$ cat config.mk
export PLATFORM = sky130hd
export DESIGN_NAME = wire_to_axis
export DESIGN_NICKNAME = d
export VERILOG_FILES = /design/src/rtl/wire_to_axis.sv
export SDC_FILE = /design/constraint.sdc
export NUM_CORES = 1
export LEC_CHECK = 0
export BUFFER_PORTS_ARGS = -buffer_cell sky130_fd_sc_hd__clkbuf_2
export CORE_ASPECT_RATIO = 1.2
export CORE_MARGIN = 2
export CORE_UTILIZATION = 60
export CTS_CLUSTER_SIZE = 25
export DETAILED_ROUTE_END_ITERATION = 6
export GPL_TIMING_DRIVEN = 0
export MAX_ROUTING_LAYER = met4
export PLACE_DENSITY = 0.95
export REMOVE_ABC_BUFFERS = 1
export SLEW_MARGIN = 20
export SYNTH_ARGS = -nofsm -noshare
export SYNTH_HDL_FRONTEND = slang
export SYNTH_SLANG_ARGS = --single-unit
$ cat constraint.sdc
create_clock -name aclk -period 6.3 [get_ports aclk]
set_input_delay 0 -clock aclk [delete_from_list [all_inputs] [get_ports aclk]]
set_output_delay 0 -clock aclk [all_outputs]
set_load 0.1 [all_outputs]
$ cat src/rtl/wire_to_axis.sv
// wire_to_axis: turns a free-running parallel word into an AXI4-Stream master.
// A beat is produced whenever the word changes, on a force strobe, or on an
// optional periodic tick. While the sink stalls, further updates collapse into
// a one-deep pending slot (newest wins), and every overwritten value is
// counted in a saturating 16-bit overrun counter.
module wire_to_axis #(
   parameter int IN_WIDTH         = 32,
   parameter int AXIS_TDATA_WIDTH = 32,
   parameter int PERIOD           = 0
) (
   input  logic                        aclk,
   input  logic                        aresetn,
   input  logic [IN_WIDTH-1:0]         data,
   input  logic                        force_i,
   output logic [AXIS_TDATA_WIDTH-1:0] m_axis_tdata,
   output logic                        m_axis_tvalid,
   input  logic                        m_axis_tready,
   output logic [15:0]                 overrun_count
);

   // Timer width covers 0..PERIOD-1; at least one bit so the vector is legal.
   localparam int TW = (PERIOD > 1) ? $clog2(PERIOD) : 1;
   localparam logic [TW-1:0] TMAX = TW'((PERIOD == 0) ? 0 : PERIOD - 1);

   typedef enum logic {
      IDLE = 1'b0,
      SEND = 1'b1
   } state_t;

   state_t                        state_q,    state_d;
   logic [IN_WIDTH-1:0]           s1_q,       s2_q;
   logic                          force_q;
   logic [TW-1:0]                 timer_q,    timer_d;
   logic [AXIS_TDATA_WIDTH-1:0]   tdata_q,    tdata_d;
   logic [AXIS_TDATA_WIDTH-1:0]   pend_q,     pend_d;
   logic                          pend_vld_q, pend_vld_d;
   logic [15:0]                   ovr_q,      ovr_d;

   logic                          tick;
   logic                          ev;
   logic [AXIS_TDATA_WIDTH-1:0]   payload;

   // Saturating increment: the counter sticks at all-ones instead of wrapping.
   function automatic logic [15:0] sat_inc(input logic [15:0] v);
      return (v == 16'hFFFF) ? v : v + 16'd1;
   endfunction

   assign tick    = (PERIOD != 0) && (timer_q == TMAX);
   assign ev      = (s1_q != s2_q) || force_q || tick;
   assign payload = AXIS_TDATA_WIDTH'(s1_q);

   assign m_axis_tdata  = tdata_q;
   assign m_axis_tvalid = (state_q == SEND);
   assign overrun_count = ovr_q;

   // Two-stage sample of the source word plus a registered force strobe;
   // a change is seen as s1 differing from s2.
   always_ff @(posedge aclk or negedge aresetn) begin
      if (!aresetn) begin
         s1_q    <= '0;
         s2_q    <= '0;
         force_q <= 1'b0;
      end else begin
         s1_q    <= data;
         s2_q    <= s1_q;
         force_q <= force_i;
      end
   end

   // Free-running resend timer; independent of stream handshakes.
   always_comb begin
      timer_d = '0;
      if (PERIOD != 0 && !tick) begin
         timer_d = timer_q + TW'(1);
      end
   end

   // State, payload, pending slot and overrun counter registers.
   always_ff @(posedge aclk or negedge aresetn) begin
      if (!aresetn) begin
         state_q    <= IDLE;
         timer_q    <= '0;
         tdata_q    <= '0;
         pend_q     <= '0;
         pend_vld_q <= 1'b0;
         ovr_q      <= '0;
      end else begin
         state_q    <= state_d;
         timer_q    <= timer_d;
         tdata_q    <= tdata_d;
         pend_q     <= pend_d;
         pend_vld_q <= pend_vld_d;
         ovr_q      <= ovr_d;
      end
   end

   // Next-state logic: issue, hold during stalls, coalesce into the pending slot.
   always_comb begin
      state_d    = state_q;
      tdata_d    = tdata_q;
      pend_d     = pend_q;
      pend_vld_d = pend_vld_q;
      ovr_d      = ovr_q;

      unique case (state_q)
         IDLE: begin
            if (ev) begin
               tdata_d = payload;
               state_d = SEND;
            end
         end

         SEND: begin
            if (m_axis_tready) begin
               if (pend_vld_q) begin
                  // Pending value goes out next; a same-cycle event refills it.
                  tdata_d    = pend_q;
                  pend_vld_d = 1'b0;
                  if (ev) begin
                     pend_d     = payload;
                     pend_vld_d = 1'b1;
                  end
               end else if (ev) begin
                  tdata_d = payload;
               end else begin
                  state_d = IDLE;
               end
            end else if (ev) begin
               // Sink stalled: tdata stays put, newest event parks in the slot.
               pend_d     = payload;
               pend_vld_d = 1'b1;
               if (pend_vld_q) begin
                  ovr_d = sat_inc(ovr_q);
               end
            end
         end

         default: begin
            state_d = IDLE;
         end
      endcase
   end

endmodule
==> summary.md <==
The power per standard cell area is 366.5 nW/µm², and the number of synthesized register bits is 147. The worst path in the final design needs a cycle of 3.135 ns, including I/O delays and setup. The number of antenna violations at the first check in global routing was 0. The library cell used most frequently in the layout, excluding fill and tap cells, is dfrtp_1. The tools report the post-placement cell count as 561. Endpoint class of the critical path: a flop. The total grt overflow was 0; the final critical-path share of the clock period was 49.77%. Number of global-route vias before repair: 3684.

Clock tree synthesis found a total of 147 sinks. The logs give 0 for the total count of hold-check failures in the final report and 3.359 nW for the static leakage. The routed via count divided by cell count is 5.583. Of the total power, the share spent switching nets is 33.34%. The number of flops mapped to enable cells by yosys is 0. In the layout the commonest cells are dfrtp_1 (147), clkbuf_2 (83), xor2_1 (42). Worst-case register-to-register setup slack: 3.16 ns.

After detailed placement, the total cell area comes to 6026 µm². The clock tree skew after final layout is 0.007231 ns. The relative contribution of combinational cells to total power is 20.5%. The repair_antennas step left the layout with diodes totalling 0. The worst supply voltage drop on vdd came out at 289.9 µV. The run gives 0 as the residual antenna-violating net count after detailed routing. The final setup violation count came out at 0.

After clock tree synthesis, the clock-pin slew on the worst setup and hold paths is 0.06 ns. Of the synthesized area, sequential elements account for 67.74%. The count of buffers added on input and output ports is 84. In this design, the stage delay of the slowest critical-path cell is 0.91 ns. The detailed placer's ending HPWL was 6773 µm; the initial DRC count was 213. Relative to the synthesized area, the layout overhead comes to 28.32%. Cell with the biggest individual delay on the critical path: nor4_4. Clock tree synthesis inserted a total of 17 buffers. The critical path is of the reg2reg type.

The initialized floorplan defines 38 standard-cell rows. The logs give 11190 µm for the sum of routed wire length over all layers and 0.52 ns for the source-to-sink clock delay at the later pin of the worst-skew pair. After routing the design area is 6968 µm². The netlist uses 30 different library cells. The final-stage net count was 533; the core area was 8939 µm². For this run, the number of standard cells in the final layout without fillers is 629. For the worst setup path, the data arrival time is 3.53 ns. The logs give 38.24% for the worst relative slew slack and 371 for the instance count of the mapped netlist. Among all flip-flop cells after synthesis, the most frequent one is dfrtp_1.

The floorplan step set the die height to 108.2 µm. Final estimated routing congestion in global placement: 0.7517. The filler cell count came out at 534.

The logs give 18200 µm for the wire length of the first global-routing pass and 77.95% for the utilization of the core after routing. During I/O placement, the number of pins put on the boundary was 85. The width of the die came out at 90.85 µm. The final route contains 3512 vias. For this run, the total global-route usage over all layers was measured as 25.09%.

The mapped netlist covers 5430 µm². For the reported net switching power, the log shows 0.8514 mW. Power comes to 2.554 mW.

The maximum number of pins on one net before global-route repair was 100; the number of synthesis warnings was 0. The fraction of layout instances using a drive strength above 1 was 25.74%. Transition time at the pin with the least slew margin: 0.9195 ns. The run gives 9831 µm² as the die outline area.

The cell sitting at the root of the clock tree is a clkbuf_8. Setup repair after global routing left no endpoint under its margin. Sequential cells burn 42.5% of the power.

The global-route track usage on met3 is 5.575%. The final sum of negative setup slack was 0 ns; the remaining design rule violation count was 0. Data on the critical path is required at its endpoint by 6.70 ns.

The clock passes through at most 2 buffers. In this run the worst path has a maximum fanout of 22. The final count of pins violating max slew came out at 0.

Timing would allow up to 319.0 MHz. Post-CTS timing repair inserted 0 buffers for setup. The flow ran to the end, and the final reports show no timing, DRC or antenna violations. The H-tree was split into 4 levels. The run gives 4 as the length of the first detailed-routing pass in iterations. TritonCTS built the clock tree.

The tools report the global routing met1 resource utilization as 30.25%. The final routed wire length divided by cell count came out at 17.79 µm. The synthesized area per cell came out at 14.64 µm².

The share of async-settable or async-resettable flops after synthesis is 100.0%. The launching element type of the critical path was a flop. Global routing usage on met2: 41.26%. Across the run, the number of max-cap violations was 0. The run gives 60.75% as the effective utilization at floorplan. Most crowded layer after global routing: met2. The part of the total power dissipated in the clock network was 37.0%; the internal power was 1.702 mW.

Traced cell by cell, the critical path runs through xor2_1 > nor4_1 > nand4_1 > nor4_4 > nor2_4 > buf_16 > mux2_1. Worst hold-check path type: in2async.
==> power by group through the flow <==
stage,clock network [mW],logic (mW),registers (mW)
3_5_place_dp,0,0.505,1.10
4_1_cts,0.959,0.526,1.08
3_3_place_gp,0,0.487,1.09
6_report,0.944,0.524,1.09
5_1_grt,1.00,0.548,1.09
2_1_floorplan,0,0.0883,1.40
==> routing by layer <==
layer	routed length, µm	share of wire [%]
met5	0	0
met3	341	3.0
met2	6009	54
met1	4577	41
met4	259	2.3
==> Yosys cell counts, types with 2 or more instances <==
cell	n	share of area (%)
buf_2	7	0.65
dfrtp_1	147	68
nor3_1	5	0.46
mux2_2	3	0.62
nand2_1	13	0.90
nor3b_1	2	0.28
a221o_1	32	5.9
nand4_1	2	0.23
clkbuf_1	11	0.76
nor4_1	14	1.6
nand3_1	4	0.37
and3_1	36	4.1
a21o_1	2	0.28
xor2_1	42	6.8
mux2_1	30	6.2
xnor2_1	5	0.81
inv_1	3	0.21
==> logic make-up (layout without fill, tap and decap cells) <==
family | Yosys count | after routing | synth area share (%)
flops | 147 | 147 | 67.74
simple gates | 84 | 84 | 9.217
xor+xnor | 47 | 47 | 7.581
compound gates | 38 | 38 | 6.774
mux | 33 | 33 | 6.843
buf+inv | 21 | 159 | 1.613
fa+ha+maj | 1 | 1 | 0.2304
==> stage by stage <==
step / setup slack [ns] / hold slack (ns)
after floorplan: 3.254 / -0.2956
after global placement: 2.358 / 0.1088
after detailed placement: 3.139 / -0.03015
after CTS: 3.129 / 0.03333
after global routing: 2.911 / 0.08031
final: 3.165 / 0.06383
==> worst max-delay path: cells and delay by family, from the launching register on <==
family                 cells  cell delay (ns)
XOR/XNOR                   1             0.16
flip-flops                 1             0.43
AND/OR/NAND/NOR            4             1.83
buffers and inverters      1             0.25
multiplexers               1             0.33
==> registers in the layout, summed over array words and instances (netlist names) <==
register / flops
pend_vld_q: 1
s2_q: 32
pend_q: 32
m_axis_tvalid: 1
payload: 32
m_axis_tdata: 32
force_q: 1
overrun_count: 16
==> what timing repair did <==
action                    in CTS  in global routing
gates resized for setup        0                  0
hold endpoints to repair     180                  0
hold buffers                  35                  0
==> path summary, 6_finish.rpt <==
path                             start           endpoint  depth (start not counted)
setup / recovery           payload[24]          pend_q[4]                          7
hold / removal                 aresetn        payload[27]                          3
setup reg to reg           payload[24]          pend_q[4]                          7
hold reg to reg            payload[20]           s2_q[20]                          0
max in group asynchronous      aresetn  overrun_count[12]                          3
min in group aclk             data[14]        payload[14]                          2
==> cell type report <==
class	count	area (µm²)	share of cell area, %
repair buffers	124	882.1	12.66
clock inverters	14	137.6	1.975
inverters	3	11.26	0.1616
well taps	120	150.1	2.155
clock buffers	18	427.9	6.141
multi-input cells	203	1680	24.12
flip-flops and latches	147	3679	52.79
(Power assumes the default switching activity.)
